--- src/rtl/cache_pkg.sv ---
// Shared types and defaults for the 2-way set-associative cache lookup/replacement controller.
package cache_pkg;

    localparam int WAYS        = 2;
    localparam int DEF_INDEX_W = 5;
    localparam int DEF_TAG_W   = 5;

    typedef enum logic [2:0] {
        ST_IDLE,
        ST_LOOKUP,
        ST_FILL,
        ST_RESP,
        ST_FLUSH
    } state_e;

endpackage

--- src/rtl/cache_tag_way.sv ---
// One cache way: tag array plus valid bits, single write port, combinational read,
// and a one-cycle clear of every valid bit.
module cache_tag_way
    import cache_pkg::*;
#(
    parameter int INDEX_W = DEF_INDEX_W,
    parameter int TAG_W   = DEF_TAG_W
) (
    input  logic               clk,
    input  logic               rst,
    input  logic               clear_all_i,
    input  logic               wr_en_i,
    input  logic [INDEX_W-1:0] wr_index_i,
    input  logic [TAG_W-1:0]   wr_tag_i,
    input  logic [INDEX_W-1:0] rd_index_i,
    output logic [TAG_W-1:0]   rd_tag_o,
    output logic               rd_valid_o
);

    localparam int NUM_SETS = 1 << INDEX_W;

    logic [NUM_SETS-1:0] valid_q;
    logic [TAG_W-1:0]    tag_q [NUM_SETS];

    always_ff @(posedge clk or posedge rst) begin
        if (rst) begin
            valid_q <= '0;
        end else if (clear_all_i) begin
            valid_q <= '0;
        end else if (wr_en_i) begin
            valid_q[wr_index_i] <= 1'b1;
        end
    end

    // Tags need no reset: a line is only trusted when its valid bit is set.
    always_ff @(posedge clk) begin
        if (wr_en_i) begin
            tag_q[wr_index_i] <= wr_tag_i;
        end
    end

    assign rd_tag_o   = tag_q[rd_index_i];
    assign rd_valid_o = valid_q[rd_index_i];

endmodule

--- src/rtl/cache_way_ctrl.sv ---
// Lookup/replacement controller for a 2-way set-associative cache: hit/miss
// resolution, LRU victim choice, miss-fill handshake and registered response.
module cache_way_ctrl
    import cache_pkg::*;
#(
    parameter int INDEX_W = DEF_INDEX_W,
    parameter int TAG_W   = DEF_TAG_W
) (
    input  logic               clk,
    input  logic               rst,
    input  logic               flush,
    input  logic               req_valid,
    output logic               req_ready,
    input  logic [INDEX_W-1:0] req_index,
    input  logic [TAG_W-1:0]   req_tag,
    output logic               mem_req,
    output logic [INDEX_W-1:0] mem_index,
    output logic [TAG_W-1:0]   mem_tag,
    input  logic               mem_ack,
    output logic               resp_valid,
    input  logic               resp_ready,
    output logic               resp_hit,
    output logic               way_sel
);

    localparam int NUM_SETS = 1 << INDEX_W;

    state_e               state_q, state_d;
    logic [INDEX_W-1:0]   idx_q, idx_d;
    logic [TAG_W-1:0]     tag_q, tag_d;
    logic                 victim_q, victim_d;
    logic [NUM_SETS-1:0]  lru_q, lru_d;
    logic                 req_ready_q, req_ready_d;
    logic                 mem_req_q, mem_req_d;
    logic [INDEX_W-1:0]   mem_index_q, mem_index_d;
    logic [TAG_W-1:0]     mem_tag_q, mem_tag_d;
    logic                 resp_valid_q, resp_valid_d;
    logic                 resp_hit_q, resp_hit_d;
    logic                 way_sel_q, way_sel_d;

    logic [WAYS-1:0]      way_valid;
    logic [TAG_W-1:0]     way_tag [WAYS];
    logic [WAYS-1:0]      way_hit;
    logic                 hit_way;
    logic                 fill_we;
    logic                 clear_all;

    assign fill_we   = (state_q == ST_FILL) && mem_ack;
    assign clear_all = (state_q == ST_FLUSH);

    for (genvar w = 0; w < WAYS; w++) begin : g_way
        cache_tag_way #(
            .INDEX_W (INDEX_W),
            .TAG_W   (TAG_W)
        ) u_way (
            .clk         (clk),
            .rst         (rst),
            .clear_all_i (clear_all),
            .wr_en_i     (fill_we && (victim_q == 1'(w))),
            .wr_index_i  (idx_q),
            .wr_tag_i    (tag_q),
            .rd_index_i  (idx_q),
            .rd_tag_o    (way_tag[w]),
            .rd_valid_o  (way_valid[w])
        );
        assign way_hit[w] = way_valid[w] && (way_tag[w] == tag_q);
    end

    // Way0 wins if both ways ever match the same tag.
    assign hit_way = ~way_hit[0];

    always_comb begin
        state_d      = state_q;
        idx_d        = idx_q;
        tag_d        = tag_q;
        victim_d     = victim_q;
        lru_d        = lru_q;
        req_ready_d  = req_ready_q;
        mem_req_d    = mem_req_q;
        mem_index_d  = mem_index_q;
        mem_tag_d    = mem_tag_q;
        resp_valid_d = resp_valid_q;
        resp_hit_d   = resp_hit_q;
        way_sel_d    = way_sel_q;

        case (state_q)
            ST_IDLE: begin
                req_ready_d = 1'b1;
                if (flush) begin
                    state_d     = ST_FLUSH;
                    req_ready_d = 1'b0;
                end else if (req_valid && req_ready_q) begin
                    idx_d       = req_index;
                    tag_d       = req_tag;
                    state_d     = ST_LOOKUP;
                    req_ready_d = 1'b0;
                end
            end
            ST_LOOKUP: begin
                if (|way_hit) begin
                    way_sel_d      = hit_way;
                    resp_hit_d     = 1'b1;
                    resp_valid_d   = 1'b1;
                    lru_d[idx_q]   = ~hit_way;
                    state_d        = ST_RESP;
                end else begin
                    // Fill an empty way first; only evict by LRU when the set is full.
                    if (!way_valid[0]) begin
                        victim_d = 1'b0;
                    end else if (!way_valid[1]) begin
                        victim_d = 1'b1;
                    end else begin
                        victim_d = lru_q[idx_q];
                    end
                    mem_req_d   = 1'b1;
                    mem_index_d = idx_q;
                    mem_tag_d   = tag_q;
                    state_d     = ST_FILL;
                end
            end
            ST_FILL: begin
                if (mem_ack) begin
                    mem_req_d    = 1'b0;
                    lru_d[idx_q] = ~victim_q;
                    way_sel_d    = victim_q;
                    resp_hit_d   = 1'b0;
                    resp_valid_d = 1'b1;
                    state_d      = ST_RESP;
                end
            end
            ST_RESP: begin
                if (resp_ready) begin
                    resp_valid_d = 1'b0;
                    req_ready_d  = 1'b1;
                    state_d      = ST_IDLE;
                end
            end
            ST_FLUSH: begin
                lru_d       = '0;
                req_ready_d = 1'b1;
                state_d     = ST_IDLE;
            end
            default: begin
                state_d = ST_IDLE;
            end
        endcase
    end

    always_ff @(posedge clk or posedge rst) begin
        if (rst) begin
            state_q      <= ST_IDLE;
            lru_q        <= '0;
            req_ready_q  <= 1'b0;
            mem_req_q    <= 1'b0;
            mem_index_q  <= '0;
            mem_tag_q    <= '0;
            resp_valid_q <= 1'b0;
            resp_hit_q   <= 1'b0;
            way_sel_q    <= 1'b0;
        end else begin
            state_q      <= state_d;
            lru_q        <= lru_d;
            req_ready_q  <= req_ready_d;
            mem_req_q    <= mem_req_d;
            mem_index_q  <= mem_index_d;
            mem_tag_q    <= mem_tag_d;
            resp_valid_q <= resp_valid_d;
            resp_hit_q   <= resp_hit_d;
            way_sel_q    <= way_sel_d;
        end
    end

    always_ff @(posedge clk) begin
        idx_q    <= idx_d;
        tag_q    <= tag_d;
        victim_q <= victim_d;
    end

    assign req_ready  = req_ready_q;
    assign mem_req    = mem_req_q;
    assign mem_index  = mem_index_q;
    assign mem_tag    = mem_tag_q;
    assign resp_valid = resp_valid_q;
    assign resp_hit   = resp_hit_q;
    assign way_sel    = way_sel_q;

endmodule

--- config.mk ---
export PLATFORM = sky130hd
export DESIGN_NAME = cache_way_ctrl
export DESIGN_NICKNAME = d
export VERILOG_FILES = /design/src/rtl/cache_pkg.sv /design/src/rtl/cache_tag_way.sv /design/src/rtl/cache_way_ctrl.sv
export SDC_FILE = /design/constraint.sdc
export NUM_CORES = 1
export LEC_CHECK = 0
export ABC_AREA = 1
export CAP_MARGIN = 20
export CORE_AREA = 2 2 205 207
export CTS_CLUSTER_DIAMETER = 30
export DETAILED_ROUTE_END_ITERATION = 8
export DIE_AREA = 0 0 207 209
export PLACE_DENSITY = 0.7
export SYNTH_ARGS = -nofsm -noshare
export SYNTH_HDL_FRONTEND = slang
export SYNTH_SLANG_ARGS = --single-unit
export TNS_END_PERCENT = 5
--- constraint.sdc ---
create_clock -name clk -period 5.03 [get_ports clk]
set_input_delay 1.2575 -clock clk [delete_from_list [all_inputs] [get_ports clk]]
set_output_delay 1.2575 -clock clk [all_outputs]
set_load 0.005 [all_outputs]
Word level (Yosys, flattened, before mapping)
Memories as Yosys holds them, arrays and structs flattened. A register that Yosys moved wholly into a read port is not among the register bits.
Cells that the tools add are included.

word-level totals
  bits in registers = 125
  memory bits (writable) = 320
  bits of input ports = 16
  output and inout bits = 15
  logic and storage cells = 103
  memories = 2

memories
  name                  depth  width  read ports  clocked after memory_dff  wr ports  line                 RTL
  g_way[0].u_way.tag_q  32     5      1           1                         1         cache_tag_way.sv:23  logic [TAG_W-1:0] tag_q [NUM_SETS];
  g_way[1].u_way.tag_q  32     5      1           1                         1         cache_tag_way.sv:23

cells by class
  $lt $le $gt $ge = 2
  equality and inequality tests = 11
  mux-type cells = 45
  bitwise logic cells = 6
  reduce and logical (&&, ||, !) cells = 23

operators with widths
  operator              count
  $mux W32              6
  $pmux W32 S3          1
  $bwmux W32            2
  $or A32 B32 Y32       2
  $mux W1               20
  $bmux W1 S5           3
  $reduce_and A3 Y1     5
  $mux W3               4
  $pmux W3 S4           1
  $eq A5 B5 Y1          2
  $mux W5               2
  $reduce_bool A3 Y1    3
  $ne A2 B2 Y1 const B  4
  $logic_and A1 B1 Y1   7
  $eq A3 B2 Y1 const B  2
  $lt A5 B6 Y1 const B  1
  $pmux W1 S2           3
  $pmux W1 S3           2
  $reduce_bool A2 Y1    3
  $demux W1 S5          1
  $ge A5 B1 Y1 const B  1
  $not A1 Y1            4
  $reduce_and A2 Y1     2
  $reduce_and A4 Y1     1
  other kinds (5)       5

Logic depth before layout (Yosys ltp)
  depth in word-level cells = 7
  gate-level depth with buffers = 21
  depth with buffers taken out = 18

Hierarchy
From an unflattened synthesis, not the netlist that was laid out.

second synthesis, totals
  cell total of the unflattened synthesis = 2,101
  area total of the unflattened synthesis = 19,934.1 sq um

modules (own cells, without submodules)
  module          instances  cells an instance  area each (sq um)  sequential area each (sq um)
  cache_tag_way   2          785                8,131.5            5,605.4
  cache_way_ctrl  1          531                3,671.0            1,581.5

Least setup slack after synthesis
Ideal clock, no wire load.

  path type = input to register
  start point = in mem_ack
  end point = mem g_way[1].u_way.tag_q[20][0] (netlist name) (enable)
  library setup time = 0.347 ns
  arrival = 2.370 ns
  required time = 4.683 ns
  setup slack = 2.313 ns
  stages = 7
  path buffers = 1
  cells stage by stage = inv_1 -> nor2_1 -> clkinv_1 -> nor2_1 -> clkinv_1 -> clkbuf_1 -> nor2_1

on the way
  word-level cells in the longest chain between the ends = 4

RTL lines
  element                        line                  RTL
  start, declared                cache_way_ctrl.sv:19  input logic mem_ack,
  $logic_and A1 B1 Y1            cache_way_ctrl.sv:48  assign fill_we = (state_q == ST_FILL) && mem_ack;
  $logic_and A1 B1 Y1            cache_way_ctrl.sv:59  .wr_en_i (fill_we && (victim_q == 1'(w))),
  $mux W1                        cache_tag_way.sv:37   if (wr_en_i) begin
  $mux W1 (not written as such)  cache_tag_way.sv:38   tag_q[wr_index_i] <= wr_tag_i;
  end, declared                  cache_tag_way.sv:23

Every way passes these cells.

==> flow_summary.json <==
{
  "start_util_pct": 49.1,
  "cts_tree": "done",
  "critPathKind": "reg2reg",
  "antennaDiodeCount": 0,
  "grt_pass1_wl_mm": 87.7,
  "drc": 0,
  "postLayoutCoreUtil_pct": 57.5,
  "vias": 15900,
  "nFillCells": 3444,
  "drv_slew": 0,
  "final_common_cell": "nand2_1",
  "post_cts.repair.setup_buffers": 0,
  "gp_congestion": 0.897,
  "mostFrequentLayoutCells": "nand2_1 (679), edfxtp_1 (331), nand3_1 (303)",
  "netlist_instances": 2116,
  "synth_cell_type_count": 32,
  "fin_crit_sh_pct": 75.5,
  "min_path_type": "reg2reg",
  "row_count": 75,
  "drive_above_1_share_pct": 8.43,
  "port_buffers": 30,
  "core_area_mm2": 0.0413,
  "cts_htree_levels": 3,
  "hold_viol": 0,
  "place_inst": 2593,
  "clock.fmax_ghz": 0.263,
  "io_pins": 31,
  "ys_seq_elements": 450,
  "finalSetupTns_ns": 0,
  "yosysWarnings": 0,
  "fp.dieArea_mm2": 0.0433,
  "netlist_area_mm2": 0.0203,
  "clock-sinks": 450,
  "grt_use_total_pct": 26.4,
  "postCtsResizedCells": 0,
  "cellPowerDensity_mw_per_mm2": 539,
  "clk_pin_slew_worst_paths_ns": 0.05,
  "nets": 2155,
  "setup_viol": 0,
  "grt_overflow": 0,
  "clk_latency_ns": 0.61,
  "critPathCaptureType": "register",
  "grt_antenna_before_repair": 0,
  "viasPerCell": 5.79,
  "rsz0062_at_grt": "no",
  "period_needed_ns": 3.80,
  "avgSynthCellArea_um2": 9.58,
  "cp_max_fo": 58,
  "wire_per_inst_um": 20.7,
  "chipHeight_um": 209,
  "synth_nets": 2132,
  "required_ns": 5.50,
  "synthToLayoutAreaGrowth_pct": 17.2,
  "drv_cap": 0,
  "detail_route.iter0.violations": 1788,
  "grt_max_degree": 161,
  "cts_buffer_depth": 3,
  "startpoint_type": "register",
  "multiInputGateArea_mm2": 0.00640,
  "antenna_left": 0,
  "cts_hold_buf": 0,
  "root_buffer": "clkbuf_16",
  "post_layout_nonfiller_instances": 2746,
  "status": "finished, final reports clean",
  "yosysSeqAreaShare_pct": 63.6,
  "numCtsBuffers": 83,
  "drt_wl_total_mm": 56.9,
  "p_leak_nw": 9.69,
  "relSlewSlack_pct": 24.3,
  "register_area_mm2": 0.0129,
  "dp_hpwl_mm": 34.6,
  "firstDrtPassIters": 6,
  "die_w_um": 207,
  "worstPathArrival_ns": 4.27,
  "worstMarginPinSlew_ns": 1.13,
  "grt_pass1_vias": 15700,
  "skew_ns": 0.0271,
  "peakVddDrop_mv": 0.409
}
## synth_stat cells
| master | instances | area share [%] |
|---|---|---|
| edfxtp_1 | 331 | 49 |
| inv_1 | 77 | 1.4 |
| buf_1 | 6 | 0.11 |
| dfrtp_1 | 114 | 14 |
| a2bb2oi_1 | 2 | 0.086 |
| inv_4 | 2 | 0.062 |
| a21boi_0 | 1 | 0.037 |
| buf_6 | 10 | 0.56 |
| o21ai_1 | 5 | 0.12 |
| a22oi_1 | 36 | 1.3 |
| a211oi_1 | 1 | 0.037 |
| a22o_1 | 1 | 0.043 |
| nor2_2 | 5 | 0.15 |
| nand3_2 | 2 | 0.099 |
| nor3_1 | 2 | 0.049 |
| o21ai_0 | 24 | 0.59 |
| a21oi_1 | 20 | 0.49 |
| buf_4 | 16 | 0.59 |
| nor4_1 | 1 | 0.031 |
| nor2_1 | 280 | 5.2 |
| o21a_1 | 2 | 0.074 |
| dfxtp_1 | 5 | 0.49 |
| nand2_1 | 679 | 13 |
| o211ai_1 | 20 | 0.74 |
| o221ai_1 | 3 | 0.13 |
| buf_2 | 57 | 1.4 |
| clkbuf_1 | 34 | 0.63 |
| nand3_1 | 303 | 7.5 |
| inv_2 | 3 | 0.056 |
| nand4_1 | 69 | 2.1 |
| nor2_4 | 1 | 0.056 |
| clkinv_1 | 4 | 0.074 |
## kinds of logic (layout without fill, tap and decap cells)
kind of cell,Yosys count,in the layout,share of synthesized area (%)
AO/OA/AOI/OAI,115,115,3.69
AND/OR/NAND/NOR,1342,1342,27.8
buffers and inverters,209,300,4.92
flip-flops,450,450,63.6
## flip-flops by register name, indices dropped and copies added, names as in the netlist, named ones only
signal and flops:
idx_q 5, tag_q 5, victim_q 1, req_ready 1
resp_valid 1, way_sel 1, resp_hit 1, mem_req 1
mem_index 5, g_way.u_way.valid_q 64, g_way.u_way.tag_q 320, mem_tag 5
state_q 3
## worst max-delay path: stages (launching register included)
cell,delay (ns)
dfxtp_2,0.75
buf_4,0.69
nand3_1,0.14
nand3_1,0.13
nand2_1,0.07
nand2_1,0.06
nand3_1,0.23
nand3_1,0.16
nand2_1,0.06
nor2_1,0.08
nand3_1,0.25
nand3_2,0.20
buf_4,0.49
nand3_1,0.15
nand2_1,0.10
nand2_1,0.06
## final timing paths
check / startpoint / endpoint / slack (ns) / depth (start not counted)
max in group asynchronous: rst / g_way[1].u_way.valid_q[7]$_DFFE_PP0P_ / 2.97 / 3
hold reg to reg: resp_valid$_DFFE_PP0P_ / resp_valid$_DFFE_PP0P_ / 0.48 / 2
setup reg to reg: register / register / 1.23 / 15
min in group asynchronous: rst / mem_index[4]$_DFFE_PP0P_ / 1.22 / 2
hold / removal: resp_valid$_DFFE_PP0P_ / resp_valid$_DFFE_PP0P_ / 0.48 / 2
setup / recovery: register / register / 1.23 / 15
## stage by stage
stage	worst slack, ns	power, mW	hold WS, ns	area, um2
after floorplan	0.757	6.34	0.449	20300
after global routing	1.03	13.3	0.499	23700
after detailed placement	1.18	7.19	0.467	20900
after global placement	1.20	7.08	0.461	20900
after CTS	1.34	12.8	0.479	23700
final	1.23	12.8	0.480	23700
## routing by layer
layer	track usage, %	vias up	part of all wire, %
met4	14.7	0	5.1
li1	-	7267	-
met1	33.0	7534	38
met3	6.61	200	10
met5	0	-	0
met2	42.2	891	47
## report_power, final
| part | total (mW) | switching [mW] | leakage (nW) | internal (mW) |
|---|---|---|---|---|
| Clock | 5.60 | 1.92 | 1.36 | 3.68 |
| Combinational | 2.62 | 1.87 | 3.77 | 0.751 |
| Sequential | 4.58 | 0.237 | 4.55 | 4.35 |
## cell type report
class                      count  share of cell area, %
inverter                      86                   1.39
tap                          539                   2.84
clock buffer                 106                   9.54
clock inverter                47                   2.46
timing repair buffer          61                   2.49
sequential                   450                   54.3
multi-input combinational   1457                   27.0
(Power assumes the default switching activity.)
